### config.mk
export PLATFORM = sky130hd
export DESIGN_NAME = alu_mc
export DESIGN_NICKNAME = d
export VERILOG_FILES = /design/src/rtl/alu_pkg.sv /design/src/rtl/alu_muldiv_iter.sv /design/src/rtl/alu_mc.sv
export SDC_FILE = /design/constraint.sdc
export NUM_CORES = 1
export LEC_CHECK = 0
export BUFFER_PORTS_ARGS = -buffer_cell sky130_fd_sc_hd__buf_2
export CAP_MARGIN = 5
export CORE_MARGIN = 2
export CORE_UTILIZATION = 45
export DETAILED_ROUTE_END_ITERATION = 7
export SLEW_MARGIN = 20
export SYNTH_ARGS = -nofsm -noshare
export SYNTH_HDL_FRONTEND = slang
export SYNTH_HIERARCHICAL = 1
export SYNTH_SLANG_ARGS = --single-unit
### constraint.sdc
create_clock -name clk -period 10.3 [get_ports clk]
set_input_delay 1.545 -clock clk [delete_from_list [all_inputs] [get_ports clk]]
set_output_delay 1.545 -clock clk [all_outputs]
set_load 0.01 [all_outputs]
### src/rtl/alu_pkg.sv
// Shared definitions for the multi-cycle ALU: op codes, FSM states and flag layout.
package alu_pkg;

  localparam logic [2:0] OP_AND = 3'd0;
  localparam logic [2:0] OP_OR  = 3'd1;
  localparam logic [2:0] OP_ADD = 3'd2;
  localparam logic [2:0] OP_SUB = 3'd3;
  localparam logic [2:0] OP_XOR = 3'd4;
  localparam logic [2:0] OP_SLT = 3'd5;
  localparam logic [2:0] OP_MUL = 3'd6;
  localparam logic [2:0] OP_DIV = 3'd7;

  typedef enum logic [1:0] {ST_IDLE, ST_BUSY, ST_DONE} state_t;

  localparam int unsigned FLAG_ZERO  = 0;
  localparam int unsigned FLAG_CARRY = 1;
  localparam int unsigned FLAG_OVF   = 2;
  localparam int unsigned FLAG_W     = 3;

  function automatic logic [FLAG_W-1:0] pack_flags(input logic zero, input logic carry,
                                                   input logic ovf);
    logic [FLAG_W-1:0] f;
    f             = '0;
    f[FLAG_ZERO]  = zero;
    f[FLAG_CARRY] = carry;
    f[FLAG_OVF]   = ovf;
    return f;
  endfunction

endpackage

### src/rtl/alu_muldiv_iter.sv
// Iterative unsigned multiply (shift-add) and restoring divide sharing one adder and
// one shift register pair. Outputs show the value produced by the current step.
module alu_muldiv_iter #(
  parameter int unsigned WIDTH = 32,
  parameter int unsigned CNT_W = $clog2(WIDTH) + 1
) (
  input  logic             clk,
  input  logic             rst_n,
  input  logic             start,
  input  logic             is_div,
  input  logic [WIDTH-1:0] a,
  input  logic [WIDTH-1:0] b,
  output logic             busy,
  output logic             done,
  output logic [WIDTH-1:0] product_lo,
  output logic [WIDTH-1:0] product_hi,
  output logic [WIDTH-1:0] quotient
);

  logic [WIDTH-1:0] hi_q, lo_q, b_q;
  logic [WIDTH-1:0] hi_d, lo_d;
  logic             div_q, busy_q;
  logic [CNT_W-1:0] cnt_q;
  logic [WIDTH:0]   x;
  logic [WIDTH+1:0] y, s;
  logic             cin, ge;

  // Divide subtracts b from the shifted partial remainder; multiply adds b when the
  // multiplier LSB is set. Both go through the same WIDTH+2-bit adder.
  always_comb begin
    if (div_q) begin
      x   = {hi_q, lo_q[WIDTH-1]};
      y   = ~{2'b00, b_q};
      cin = 1'b1;
    end else begin
      x   = {1'b0, hi_q};
      y   = {2'b00, (lo_q[0] ? b_q : {WIDTH{1'b0}})};
      cin = 1'b0;
    end
    s  = {1'b0, x} + y + {{(WIDTH+1){1'b0}}, cin};
    ge = ~s[WIDTH+1];
    if (div_q) begin
      hi_d = ge ? s[WIDTH-1:0] : x[WIDTH-1:0];
      lo_d = {lo_q[WIDTH-2:0], ge};
    end else begin
      hi_d = s[WIDTH:1];
      lo_d = {s[0], lo_q[WIDTH-1:1]};
    end
  end

  always_ff @(posedge clk or negedge rst_n) begin
    if (!rst_n) begin
      hi_q   <= '0;
      lo_q   <= '0;
      b_q    <= '0;
      div_q  <= 1'b0;
      busy_q <= 1'b0;
      cnt_q  <= '0;
    end else if (start) begin
      hi_q   <= '0;
      lo_q   <= a;
      b_q    <= b;
      div_q  <= is_div;
      busy_q <= 1'b1;
      cnt_q  <= '0;
    end else if (busy_q) begin
      hi_q  <= hi_d;
      lo_q  <= lo_d;
      cnt_q <= cnt_q + CNT_W'(1);
      if (done) busy_q <= 1'b0;
    end
  end

  assign busy       = busy_q;
  assign done       = busy_q && (cnt_q == CNT_W'(WIDTH - 1));
  assign product_lo = lo_d;
  assign product_hi = hi_d;
  assign quotient   = lo_d;

endmodule

### src/rtl/alu_mc.sv
// Multi-cycle ALU top: handshake FSM, single-cycle datapath, flags and the
// iterative multiply/divide unit. One operation in flight at a time.
module alu_mc
  import alu_pkg::*;
#(
  parameter int unsigned WIDTH = 32,
  parameter int unsigned CNT_W = $clog2(WIDTH) + 1
) (
  input  logic             clk,
  input  logic             rst_n,
  input  logic             in_valid,
  output logic             in_ready,
  input  logic [WIDTH-1:0] a,
  input  logic [WIDTH-1:0] b,
  input  logic [2:0]       op,
  output logic             out_valid,
  input  logic             out_ready,
  output logic [WIDTH-1:0] result,
  output logic             flag_zero,
  output logic             flag_carry,
  output logic             flag_ovf
);

  state_t              state_q;
  logic [2:0]          op_q;
  logic [WIDTH-1:0]    result_q;
  logic [FLAG_W-1:0]   flags_q;
  logic                in_ready_q, out_valid_q;

  logic [WIDTH:0]      sum, diff;
  logic [WIDTH-1:0]    alu_res, iter_res;
  logic                alu_carry, alu_ovf, iter_ovf, use_iter, iter_start;
  logic                iter_busy, iter_done;
  logic [WIDTH-1:0]    product_lo, product_hi, quotient;

  always_comb begin
    sum       = {1'b0, a} + {1'b0, b};
    diff      = {1'b0, a} - {1'b0, b};
    alu_res   = '0;
    alu_carry = 1'b0;
    alu_ovf   = 1'b0;
    case (op)
      OP_AND: alu_res = a & b;
      OP_OR:  alu_res = a | b;
      OP_XOR: alu_res = a ^ b;
      OP_ADD: begin
        alu_res   = sum[WIDTH-1:0];
        alu_carry = sum[WIDTH];
        alu_ovf   = (a[WIDTH-1] == b[WIDTH-1]) && (sum[WIDTH-1] != a[WIDTH-1]);
      end
      OP_SUB: begin
        alu_res   = diff[WIDTH-1:0];
        alu_carry = ~diff[WIDTH];
        alu_ovf   = (a[WIDTH-1] != b[WIDTH-1]) && (diff[WIDTH-1] != a[WIDTH-1]);
      end
      OP_SLT: alu_res = {{(WIDTH-1){1'b0}}, ($signed(a) < $signed(b))};
      // Only reached for divide-by-zero; a non-zero divisor takes the iterative path.
      OP_DIV: begin
        alu_res = '1;
        alu_ovf = 1'b1;
      end
      default: ;
    endcase
  end

  assign use_iter   = (op == OP_MUL) || ((op == OP_DIV) && (b != '0));
  assign iter_start = (state_q == ST_IDLE) && in_valid && use_iter;
  assign iter_res   = (op_q == OP_DIV) ? quotient : product_lo;
  assign iter_ovf   = (op_q == OP_MUL) && (product_hi != '0);

  alu_muldiv_iter #(
    .WIDTH(WIDTH),
    .CNT_W(CNT_W)
  ) u_iter (
    .clk       (clk),
    .rst_n     (rst_n),
    .start     (iter_start),
    .is_div    (op == OP_DIV),
    .a         (a),
    .b         (b),
    .busy      (iter_busy),
    .done      (iter_done),
    .product_lo(product_lo),
    .product_hi(product_hi),
    .quotient  (quotient)
  );

  always_ff @(posedge clk or negedge rst_n) begin
    if (!rst_n) begin
      state_q     <= ST_IDLE;
      op_q        <= OP_AND;
      result_q    <= '0;
      flags_q     <= '0;
      in_ready_q  <= 1'b1;
      out_valid_q <= 1'b0;
    end else begin
      case (state_q)
        ST_IDLE: begin
          if (in_valid) begin
            op_q       <= op;
            in_ready_q <= 1'b0;
            if (use_iter) begin
              state_q <= ST_BUSY;
            end else begin
              result_q    <= alu_res;
              flags_q     <= pack_flags(alu_res == '0, alu_carry, alu_ovf);
              out_valid_q <= 1'b1;
              state_q     <= ST_DONE;
            end
          end
        end
        ST_BUSY: begin
          if (iter_busy && iter_done) begin
            result_q    <= iter_res;
            flags_q     <= pack_flags(iter_res == '0, 1'b0, iter_ovf);
            out_valid_q <= 1'b1;
            state_q     <= ST_DONE;
          end
        end
        ST_DONE: begin
          if (out_ready) begin
            out_valid_q <= 1'b0;
            in_ready_q  <= 1'b1;
            state_q     <= ST_IDLE;
          end
        end
        default: state_q <= ST_IDLE;
      endcase
    end
  end

  assign in_ready   = in_ready_q;
  assign out_valid  = out_valid_q;
  assign result     = result_q;
  assign flag_zero  = flags_q[FLAG_ZERO];
  assign flag_carry = flags_q[FLAG_CARRY];
  assign flag_ovf   = flags_q[FLAG_OVF];

endmodule

==> flow_summary.rst <==
.. list-table::
   :header-rows: 1

   * - Metric
     - Value
   * - Status
     - complete, no violations
   * - DRC violations left
     - 0
   * - Finish-stage setup viols
     - 0
   * - Initial antenna violation count
     - 1
   * - Clock root cell
     - clkbuf_16
   * - Number of antenna-violating nets in the routed design
     - 0
   * - Kind of cell adding the most delay to the critical path
     - compound AO/OA/AOI/OAI gates
   * - Worst r2r dst
     - flags_q[2]
   * - Post-Route Setup TNS
     - 0 ps
   * - Fraction of synthesis flops using an asynchronous set or reset pin
     - 100%
   * - Core Rows
     - 71
   * - Reg-to-reg startpoint
     - u_iter/div_q
   * - CP Capture Type
     - flop
   * - Net count after synthesis
     - between 2k and 2.5k
   * - Data arrival time of the critical path
     - slightly above 7000 ps
   * - Overflow left after global routing
     - 0
   * - Global placer's final weighted congestion
     - 1.00
   * - PD cells
     - around 320 nW/um^2
   * - Drt via density
     - approximately 6.3
   * - Cell depth of the worst hold path
     - 2
   * - Depth of the worst register-to-register path
     - 20
   * - Clock Skew
     - between 20 and 25 ps
   * - Sequential area share after synthesis
     - 21.3%
   * - Maximum achievable frequency
     - 147 MHz
   * - Type of the worst setup path
     - reg2reg
   * - Number of flops mapped to enable cells by yosys
     - 0
   * - Clock Path Buffers
     - 2
   * - Number of maximum-capacitance violations
     - 0
   * - Slew Viols, Final
     - 0
   * - Largest net degree at the start of global routing
     - 95
   * - Worst Hold Path EP
     - result[22]
   * - # clock sinks
     - 146
   * - Max H-tree Level
     - 4
   * - Sum of routed wire length over all layers
     - roughly 64,000 microns
   * - I/O pins
     - 108
   * - # diodes
     - 0
   * - Non-filler instance count after layout
     - 2,705
   * - Fin. Hold Viols
     - 0
   * - Worst-path clk slew
     - around 70 ps
   * - DIE AREA
     - 39,600 sq um
   * - Post-synthesis to final-layout area growth
     - 5.53%
   * - Clock latency on the worst-skew pair
     - about 460 ps
   * - Tcrit/Tclk final
     - about 66%
   * - IR Drop Worst-Case VDD
     - 155 uV
   * - Synthesized flop and latch total
     - 146
   * - RSZ-0062 raised after global routing
     - no
   * - Placeable Area
     - ~38,000 sq um
   * - Storage element area
     - about 3700 sq um
   * - WP data required
     - between 10,000 and 15,000 ps
   * - TritonCTS buffer count
     - 17
   * - Minimum clock period after layout
     - between 6000 and 7000 ps
   * - Worst Hold Launch
     - result[22]
   * - Number of vias in the routed layout
     - about 17k
   * - DP HPWL
     - ~48,000 microns
   * - Slowest stage cell on the critical path
     - dfrtp_4
   * - Hold WS
     - approximately 470 ps
   * - Number of buffer cells added on primary ports
     - between 100 and 150
   * - Number of different library cells in the post-synthesis netlist
     - 105
   * - Global-route wire length before repair
     - ~97,000 microns
   * - First-pass iteration count of the detailed router
     - 6
   * - LEAKAGE
     - roughly 8.3 nW
   * - Cells resized by post-CTS repair
     - 0
   * - Largest incremental delay on the critical path
     - 840 ps
   * - First DRT Iteration DRCs
     - between 1.5k and 2k
   * - Effective utilization at floorplan
     - a little under half
   * - Hold bufs inserted after CTS
     - 0
   * - Number of inserted filler cells in the final layout
     - 3,815
   * - Yosys Warn Count
     - 6
   * - Max_slew headroom
     - between 10% and 20%
   * - Crit-path max FO
     - just over 80
   * - Post-synthesis cell count
     - roughly 2.2k
   * - Number of cells in the design after placement
     - about 2.7k
   * - Sort of element at the start of the critical path
     - flop
   * - Number of buffers and inverters on the critical path
     - 2
   * - Post-synthesis instance area
     - 17,100 sq um
   * - GRT Total Usage
     - ~32%
   * - TritonCTS clock tree
     - done
   * - Die width
     - 199 microns
   * - Via count of the first global-routing pass
     - 16.0k
   * - Worst Tran Pin Value
     - approximately 1200 ps
   * - Critical Path, Cell by Cell
     - buf_4 > nor2b_2 > buf_4 > nand2_1 > o21ai_0 > ha_1 > nor2b_4 > o31a_2 > o31ai_4 > o211ai_1 > a22o_2 > o21ai_4 > mux2i_1 > mux2_2 > nor4_1 > nand4_1 > nor2_1 > o311ai_0 > o21ai_0 > a31oi_1
   * - Wirelength per Cell
     - 23.6 microns
   * - Setup slack on the worst flop-to-flop path
     - ~3500 ps
   * - Worst min-delay path category
     - reg2reg
   * - Ratio of cells with drive above 1 in the final layout
     - ~15%
   * - Per-instance average area after synthesis
     - between 7 and 8 sq um
   * - Number of setup buffers added after CTS
     - 0
   * - Overall power
     - 5.83 mW
   * - Final-stage net count
     - about 2.4k
   * - Height of the die
     - between 150 and 200 microns
   * - Top_reg_cell synth
     - dfrtp_1
   * - Area taken by multi-input logic gates
     - roughly 12,000 sq um
## flip-flops by register name (all words and copies together), names as in the netlist, 2 cells and up
register and count:
result 32, state_q 2, u_iter/cnt_q 6, u_iter/hi_q 32, u_iter/b_q 32, u_iter/lo_q 32
op_q 3, flags_q 3
## logic make-up after synthesis
family	Yosys count	synth area share, %
AOI/OAI and AO/OA	704	26.7
xor gates and xnor gates	34	1.74
adders and majority gates	143	10.6
buffers and inverters	297	8.36
DFF	146	21.3
muxes	194	12.0
and+or+nand+nor	698	19.2
## cell type report
type	count	area share, %
clock buffers	17	2.35
clock inverters	15	0.914
inverters	121	2.51
multi-input cells	1773	66.8
flip-flops and latches	146	20.2
well taps	511	3.54
repair buffers	122	3.62
## Yosys cell counts (all sizes together), types with 34 or more instances
cell,number,share of area (%)
nand2,265,5.8
nand3,69,2.0
mux2i,99,5.8
dfrtp,145,21
o21ai,244,7.2
nor2,160,3.6
nor3,34,0.99
mux2,95,6.2
clkbuf,102,2.5
nor4,34,1.3
buf,72,3.0
a21oi,147,4.3
a21o,34,1.5
ha,139,10
inv,121,2.7
## per-stage QoR
stage	setup slack, ps	instance area (sq um)	utilization, %
after floorplan	5520	17100	-
after global placement	3790	17500	46.5
after detailed placement	3620	17500	46.5
after CTS	3590	18100	48.1
after global routing	3140	18100	48.1
final	3520	18100	48.1
## report_power, final
group          internal, mW  switching, mW  leakage, nW  total [mW]
Combinational          1.63           2.41         6.24        4.04
Clock                 0.345          0.304        0.278       0.649
Sequential            0.883          0.261         1.78        1.14
Total                  2.86           2.98         8.30        5.83
## worst reg2reg max path: stages, from the launching register on
cell	delay, ps
dfrtp_4	840
buf_4	750
nor2b_2	240
buf_4	290
nand2_1	110
o21ai_0	100
ha_1	330
nor2b_4	130
o31a_2	320
o31ai_4	240
o211ai_1	330
a22o_2	400
o21ai_4	750
mux2i_1	170
mux2_2	300
nor4_1	420
nand4_1	240
nor2_1	310
o311ai_0	170
o21ai_0	150
a31oi_1	60
## worst max path at each step
stage | start | end | slack [ps] | depth (start not counted)
after global placement | u_iter/div_q | flags_q[2] | 3790 | 20
final | u_iter/div_q | flags_q[2] | 3520 | 20
after detailed placement | u_iter/div_q | flags_q[2] | 3620 | 20
after floorplan | u_iter/div_q | flags_q[0] | 5520 | 20
after CTS | u_iter/div_q | flags_q[2] | 3590 | 20
after global routing | u_iter/div_q | flags_q[2] | 3140 | 20
## cells in the final DEF (no fill, tap or decap), types with 12 or more instances in the layout
cell type,n
nor2b_1,14
xnor2_1,21
dfrtp_1,143
nand3_1,67
clkbuf_16,17
xor2_1,13
mux2i_1,99
o21ai_0,239
nor3_1,33
a211oi_1,23
nand2b_1,14
a21o_1,33
mux2_2,95
and3_1,13
buf_4,15
o211ai_1,29
nor4_1,33
nand2_1,265
nand4_1,28
or2_2,12
o21a_1,26
o221ai_1,14
and2_1,14
a31oi_1,20
a21oi_1,146
a31o_2,14
buf_2,106
o31ai_1,17
ha_1,139
inv_1,120
nor2_1,154
## metal layers
| metal | global-route usage, % | wire length, microns | vias to the layer above |
|---|---|---|---|
| met5 | 0 | 13 | - |
| met4 | 11.5 | 2150 | 2 |
| met3 | 5.30 | 5930 | 109 |
| met2 | 46.1 | 25700 | 848 |
| met1 | 48.4 | 30100 | 8238 |
| li1 | - | - | 7964 |
Note: power is estimated with default switching activity, not from simulation.
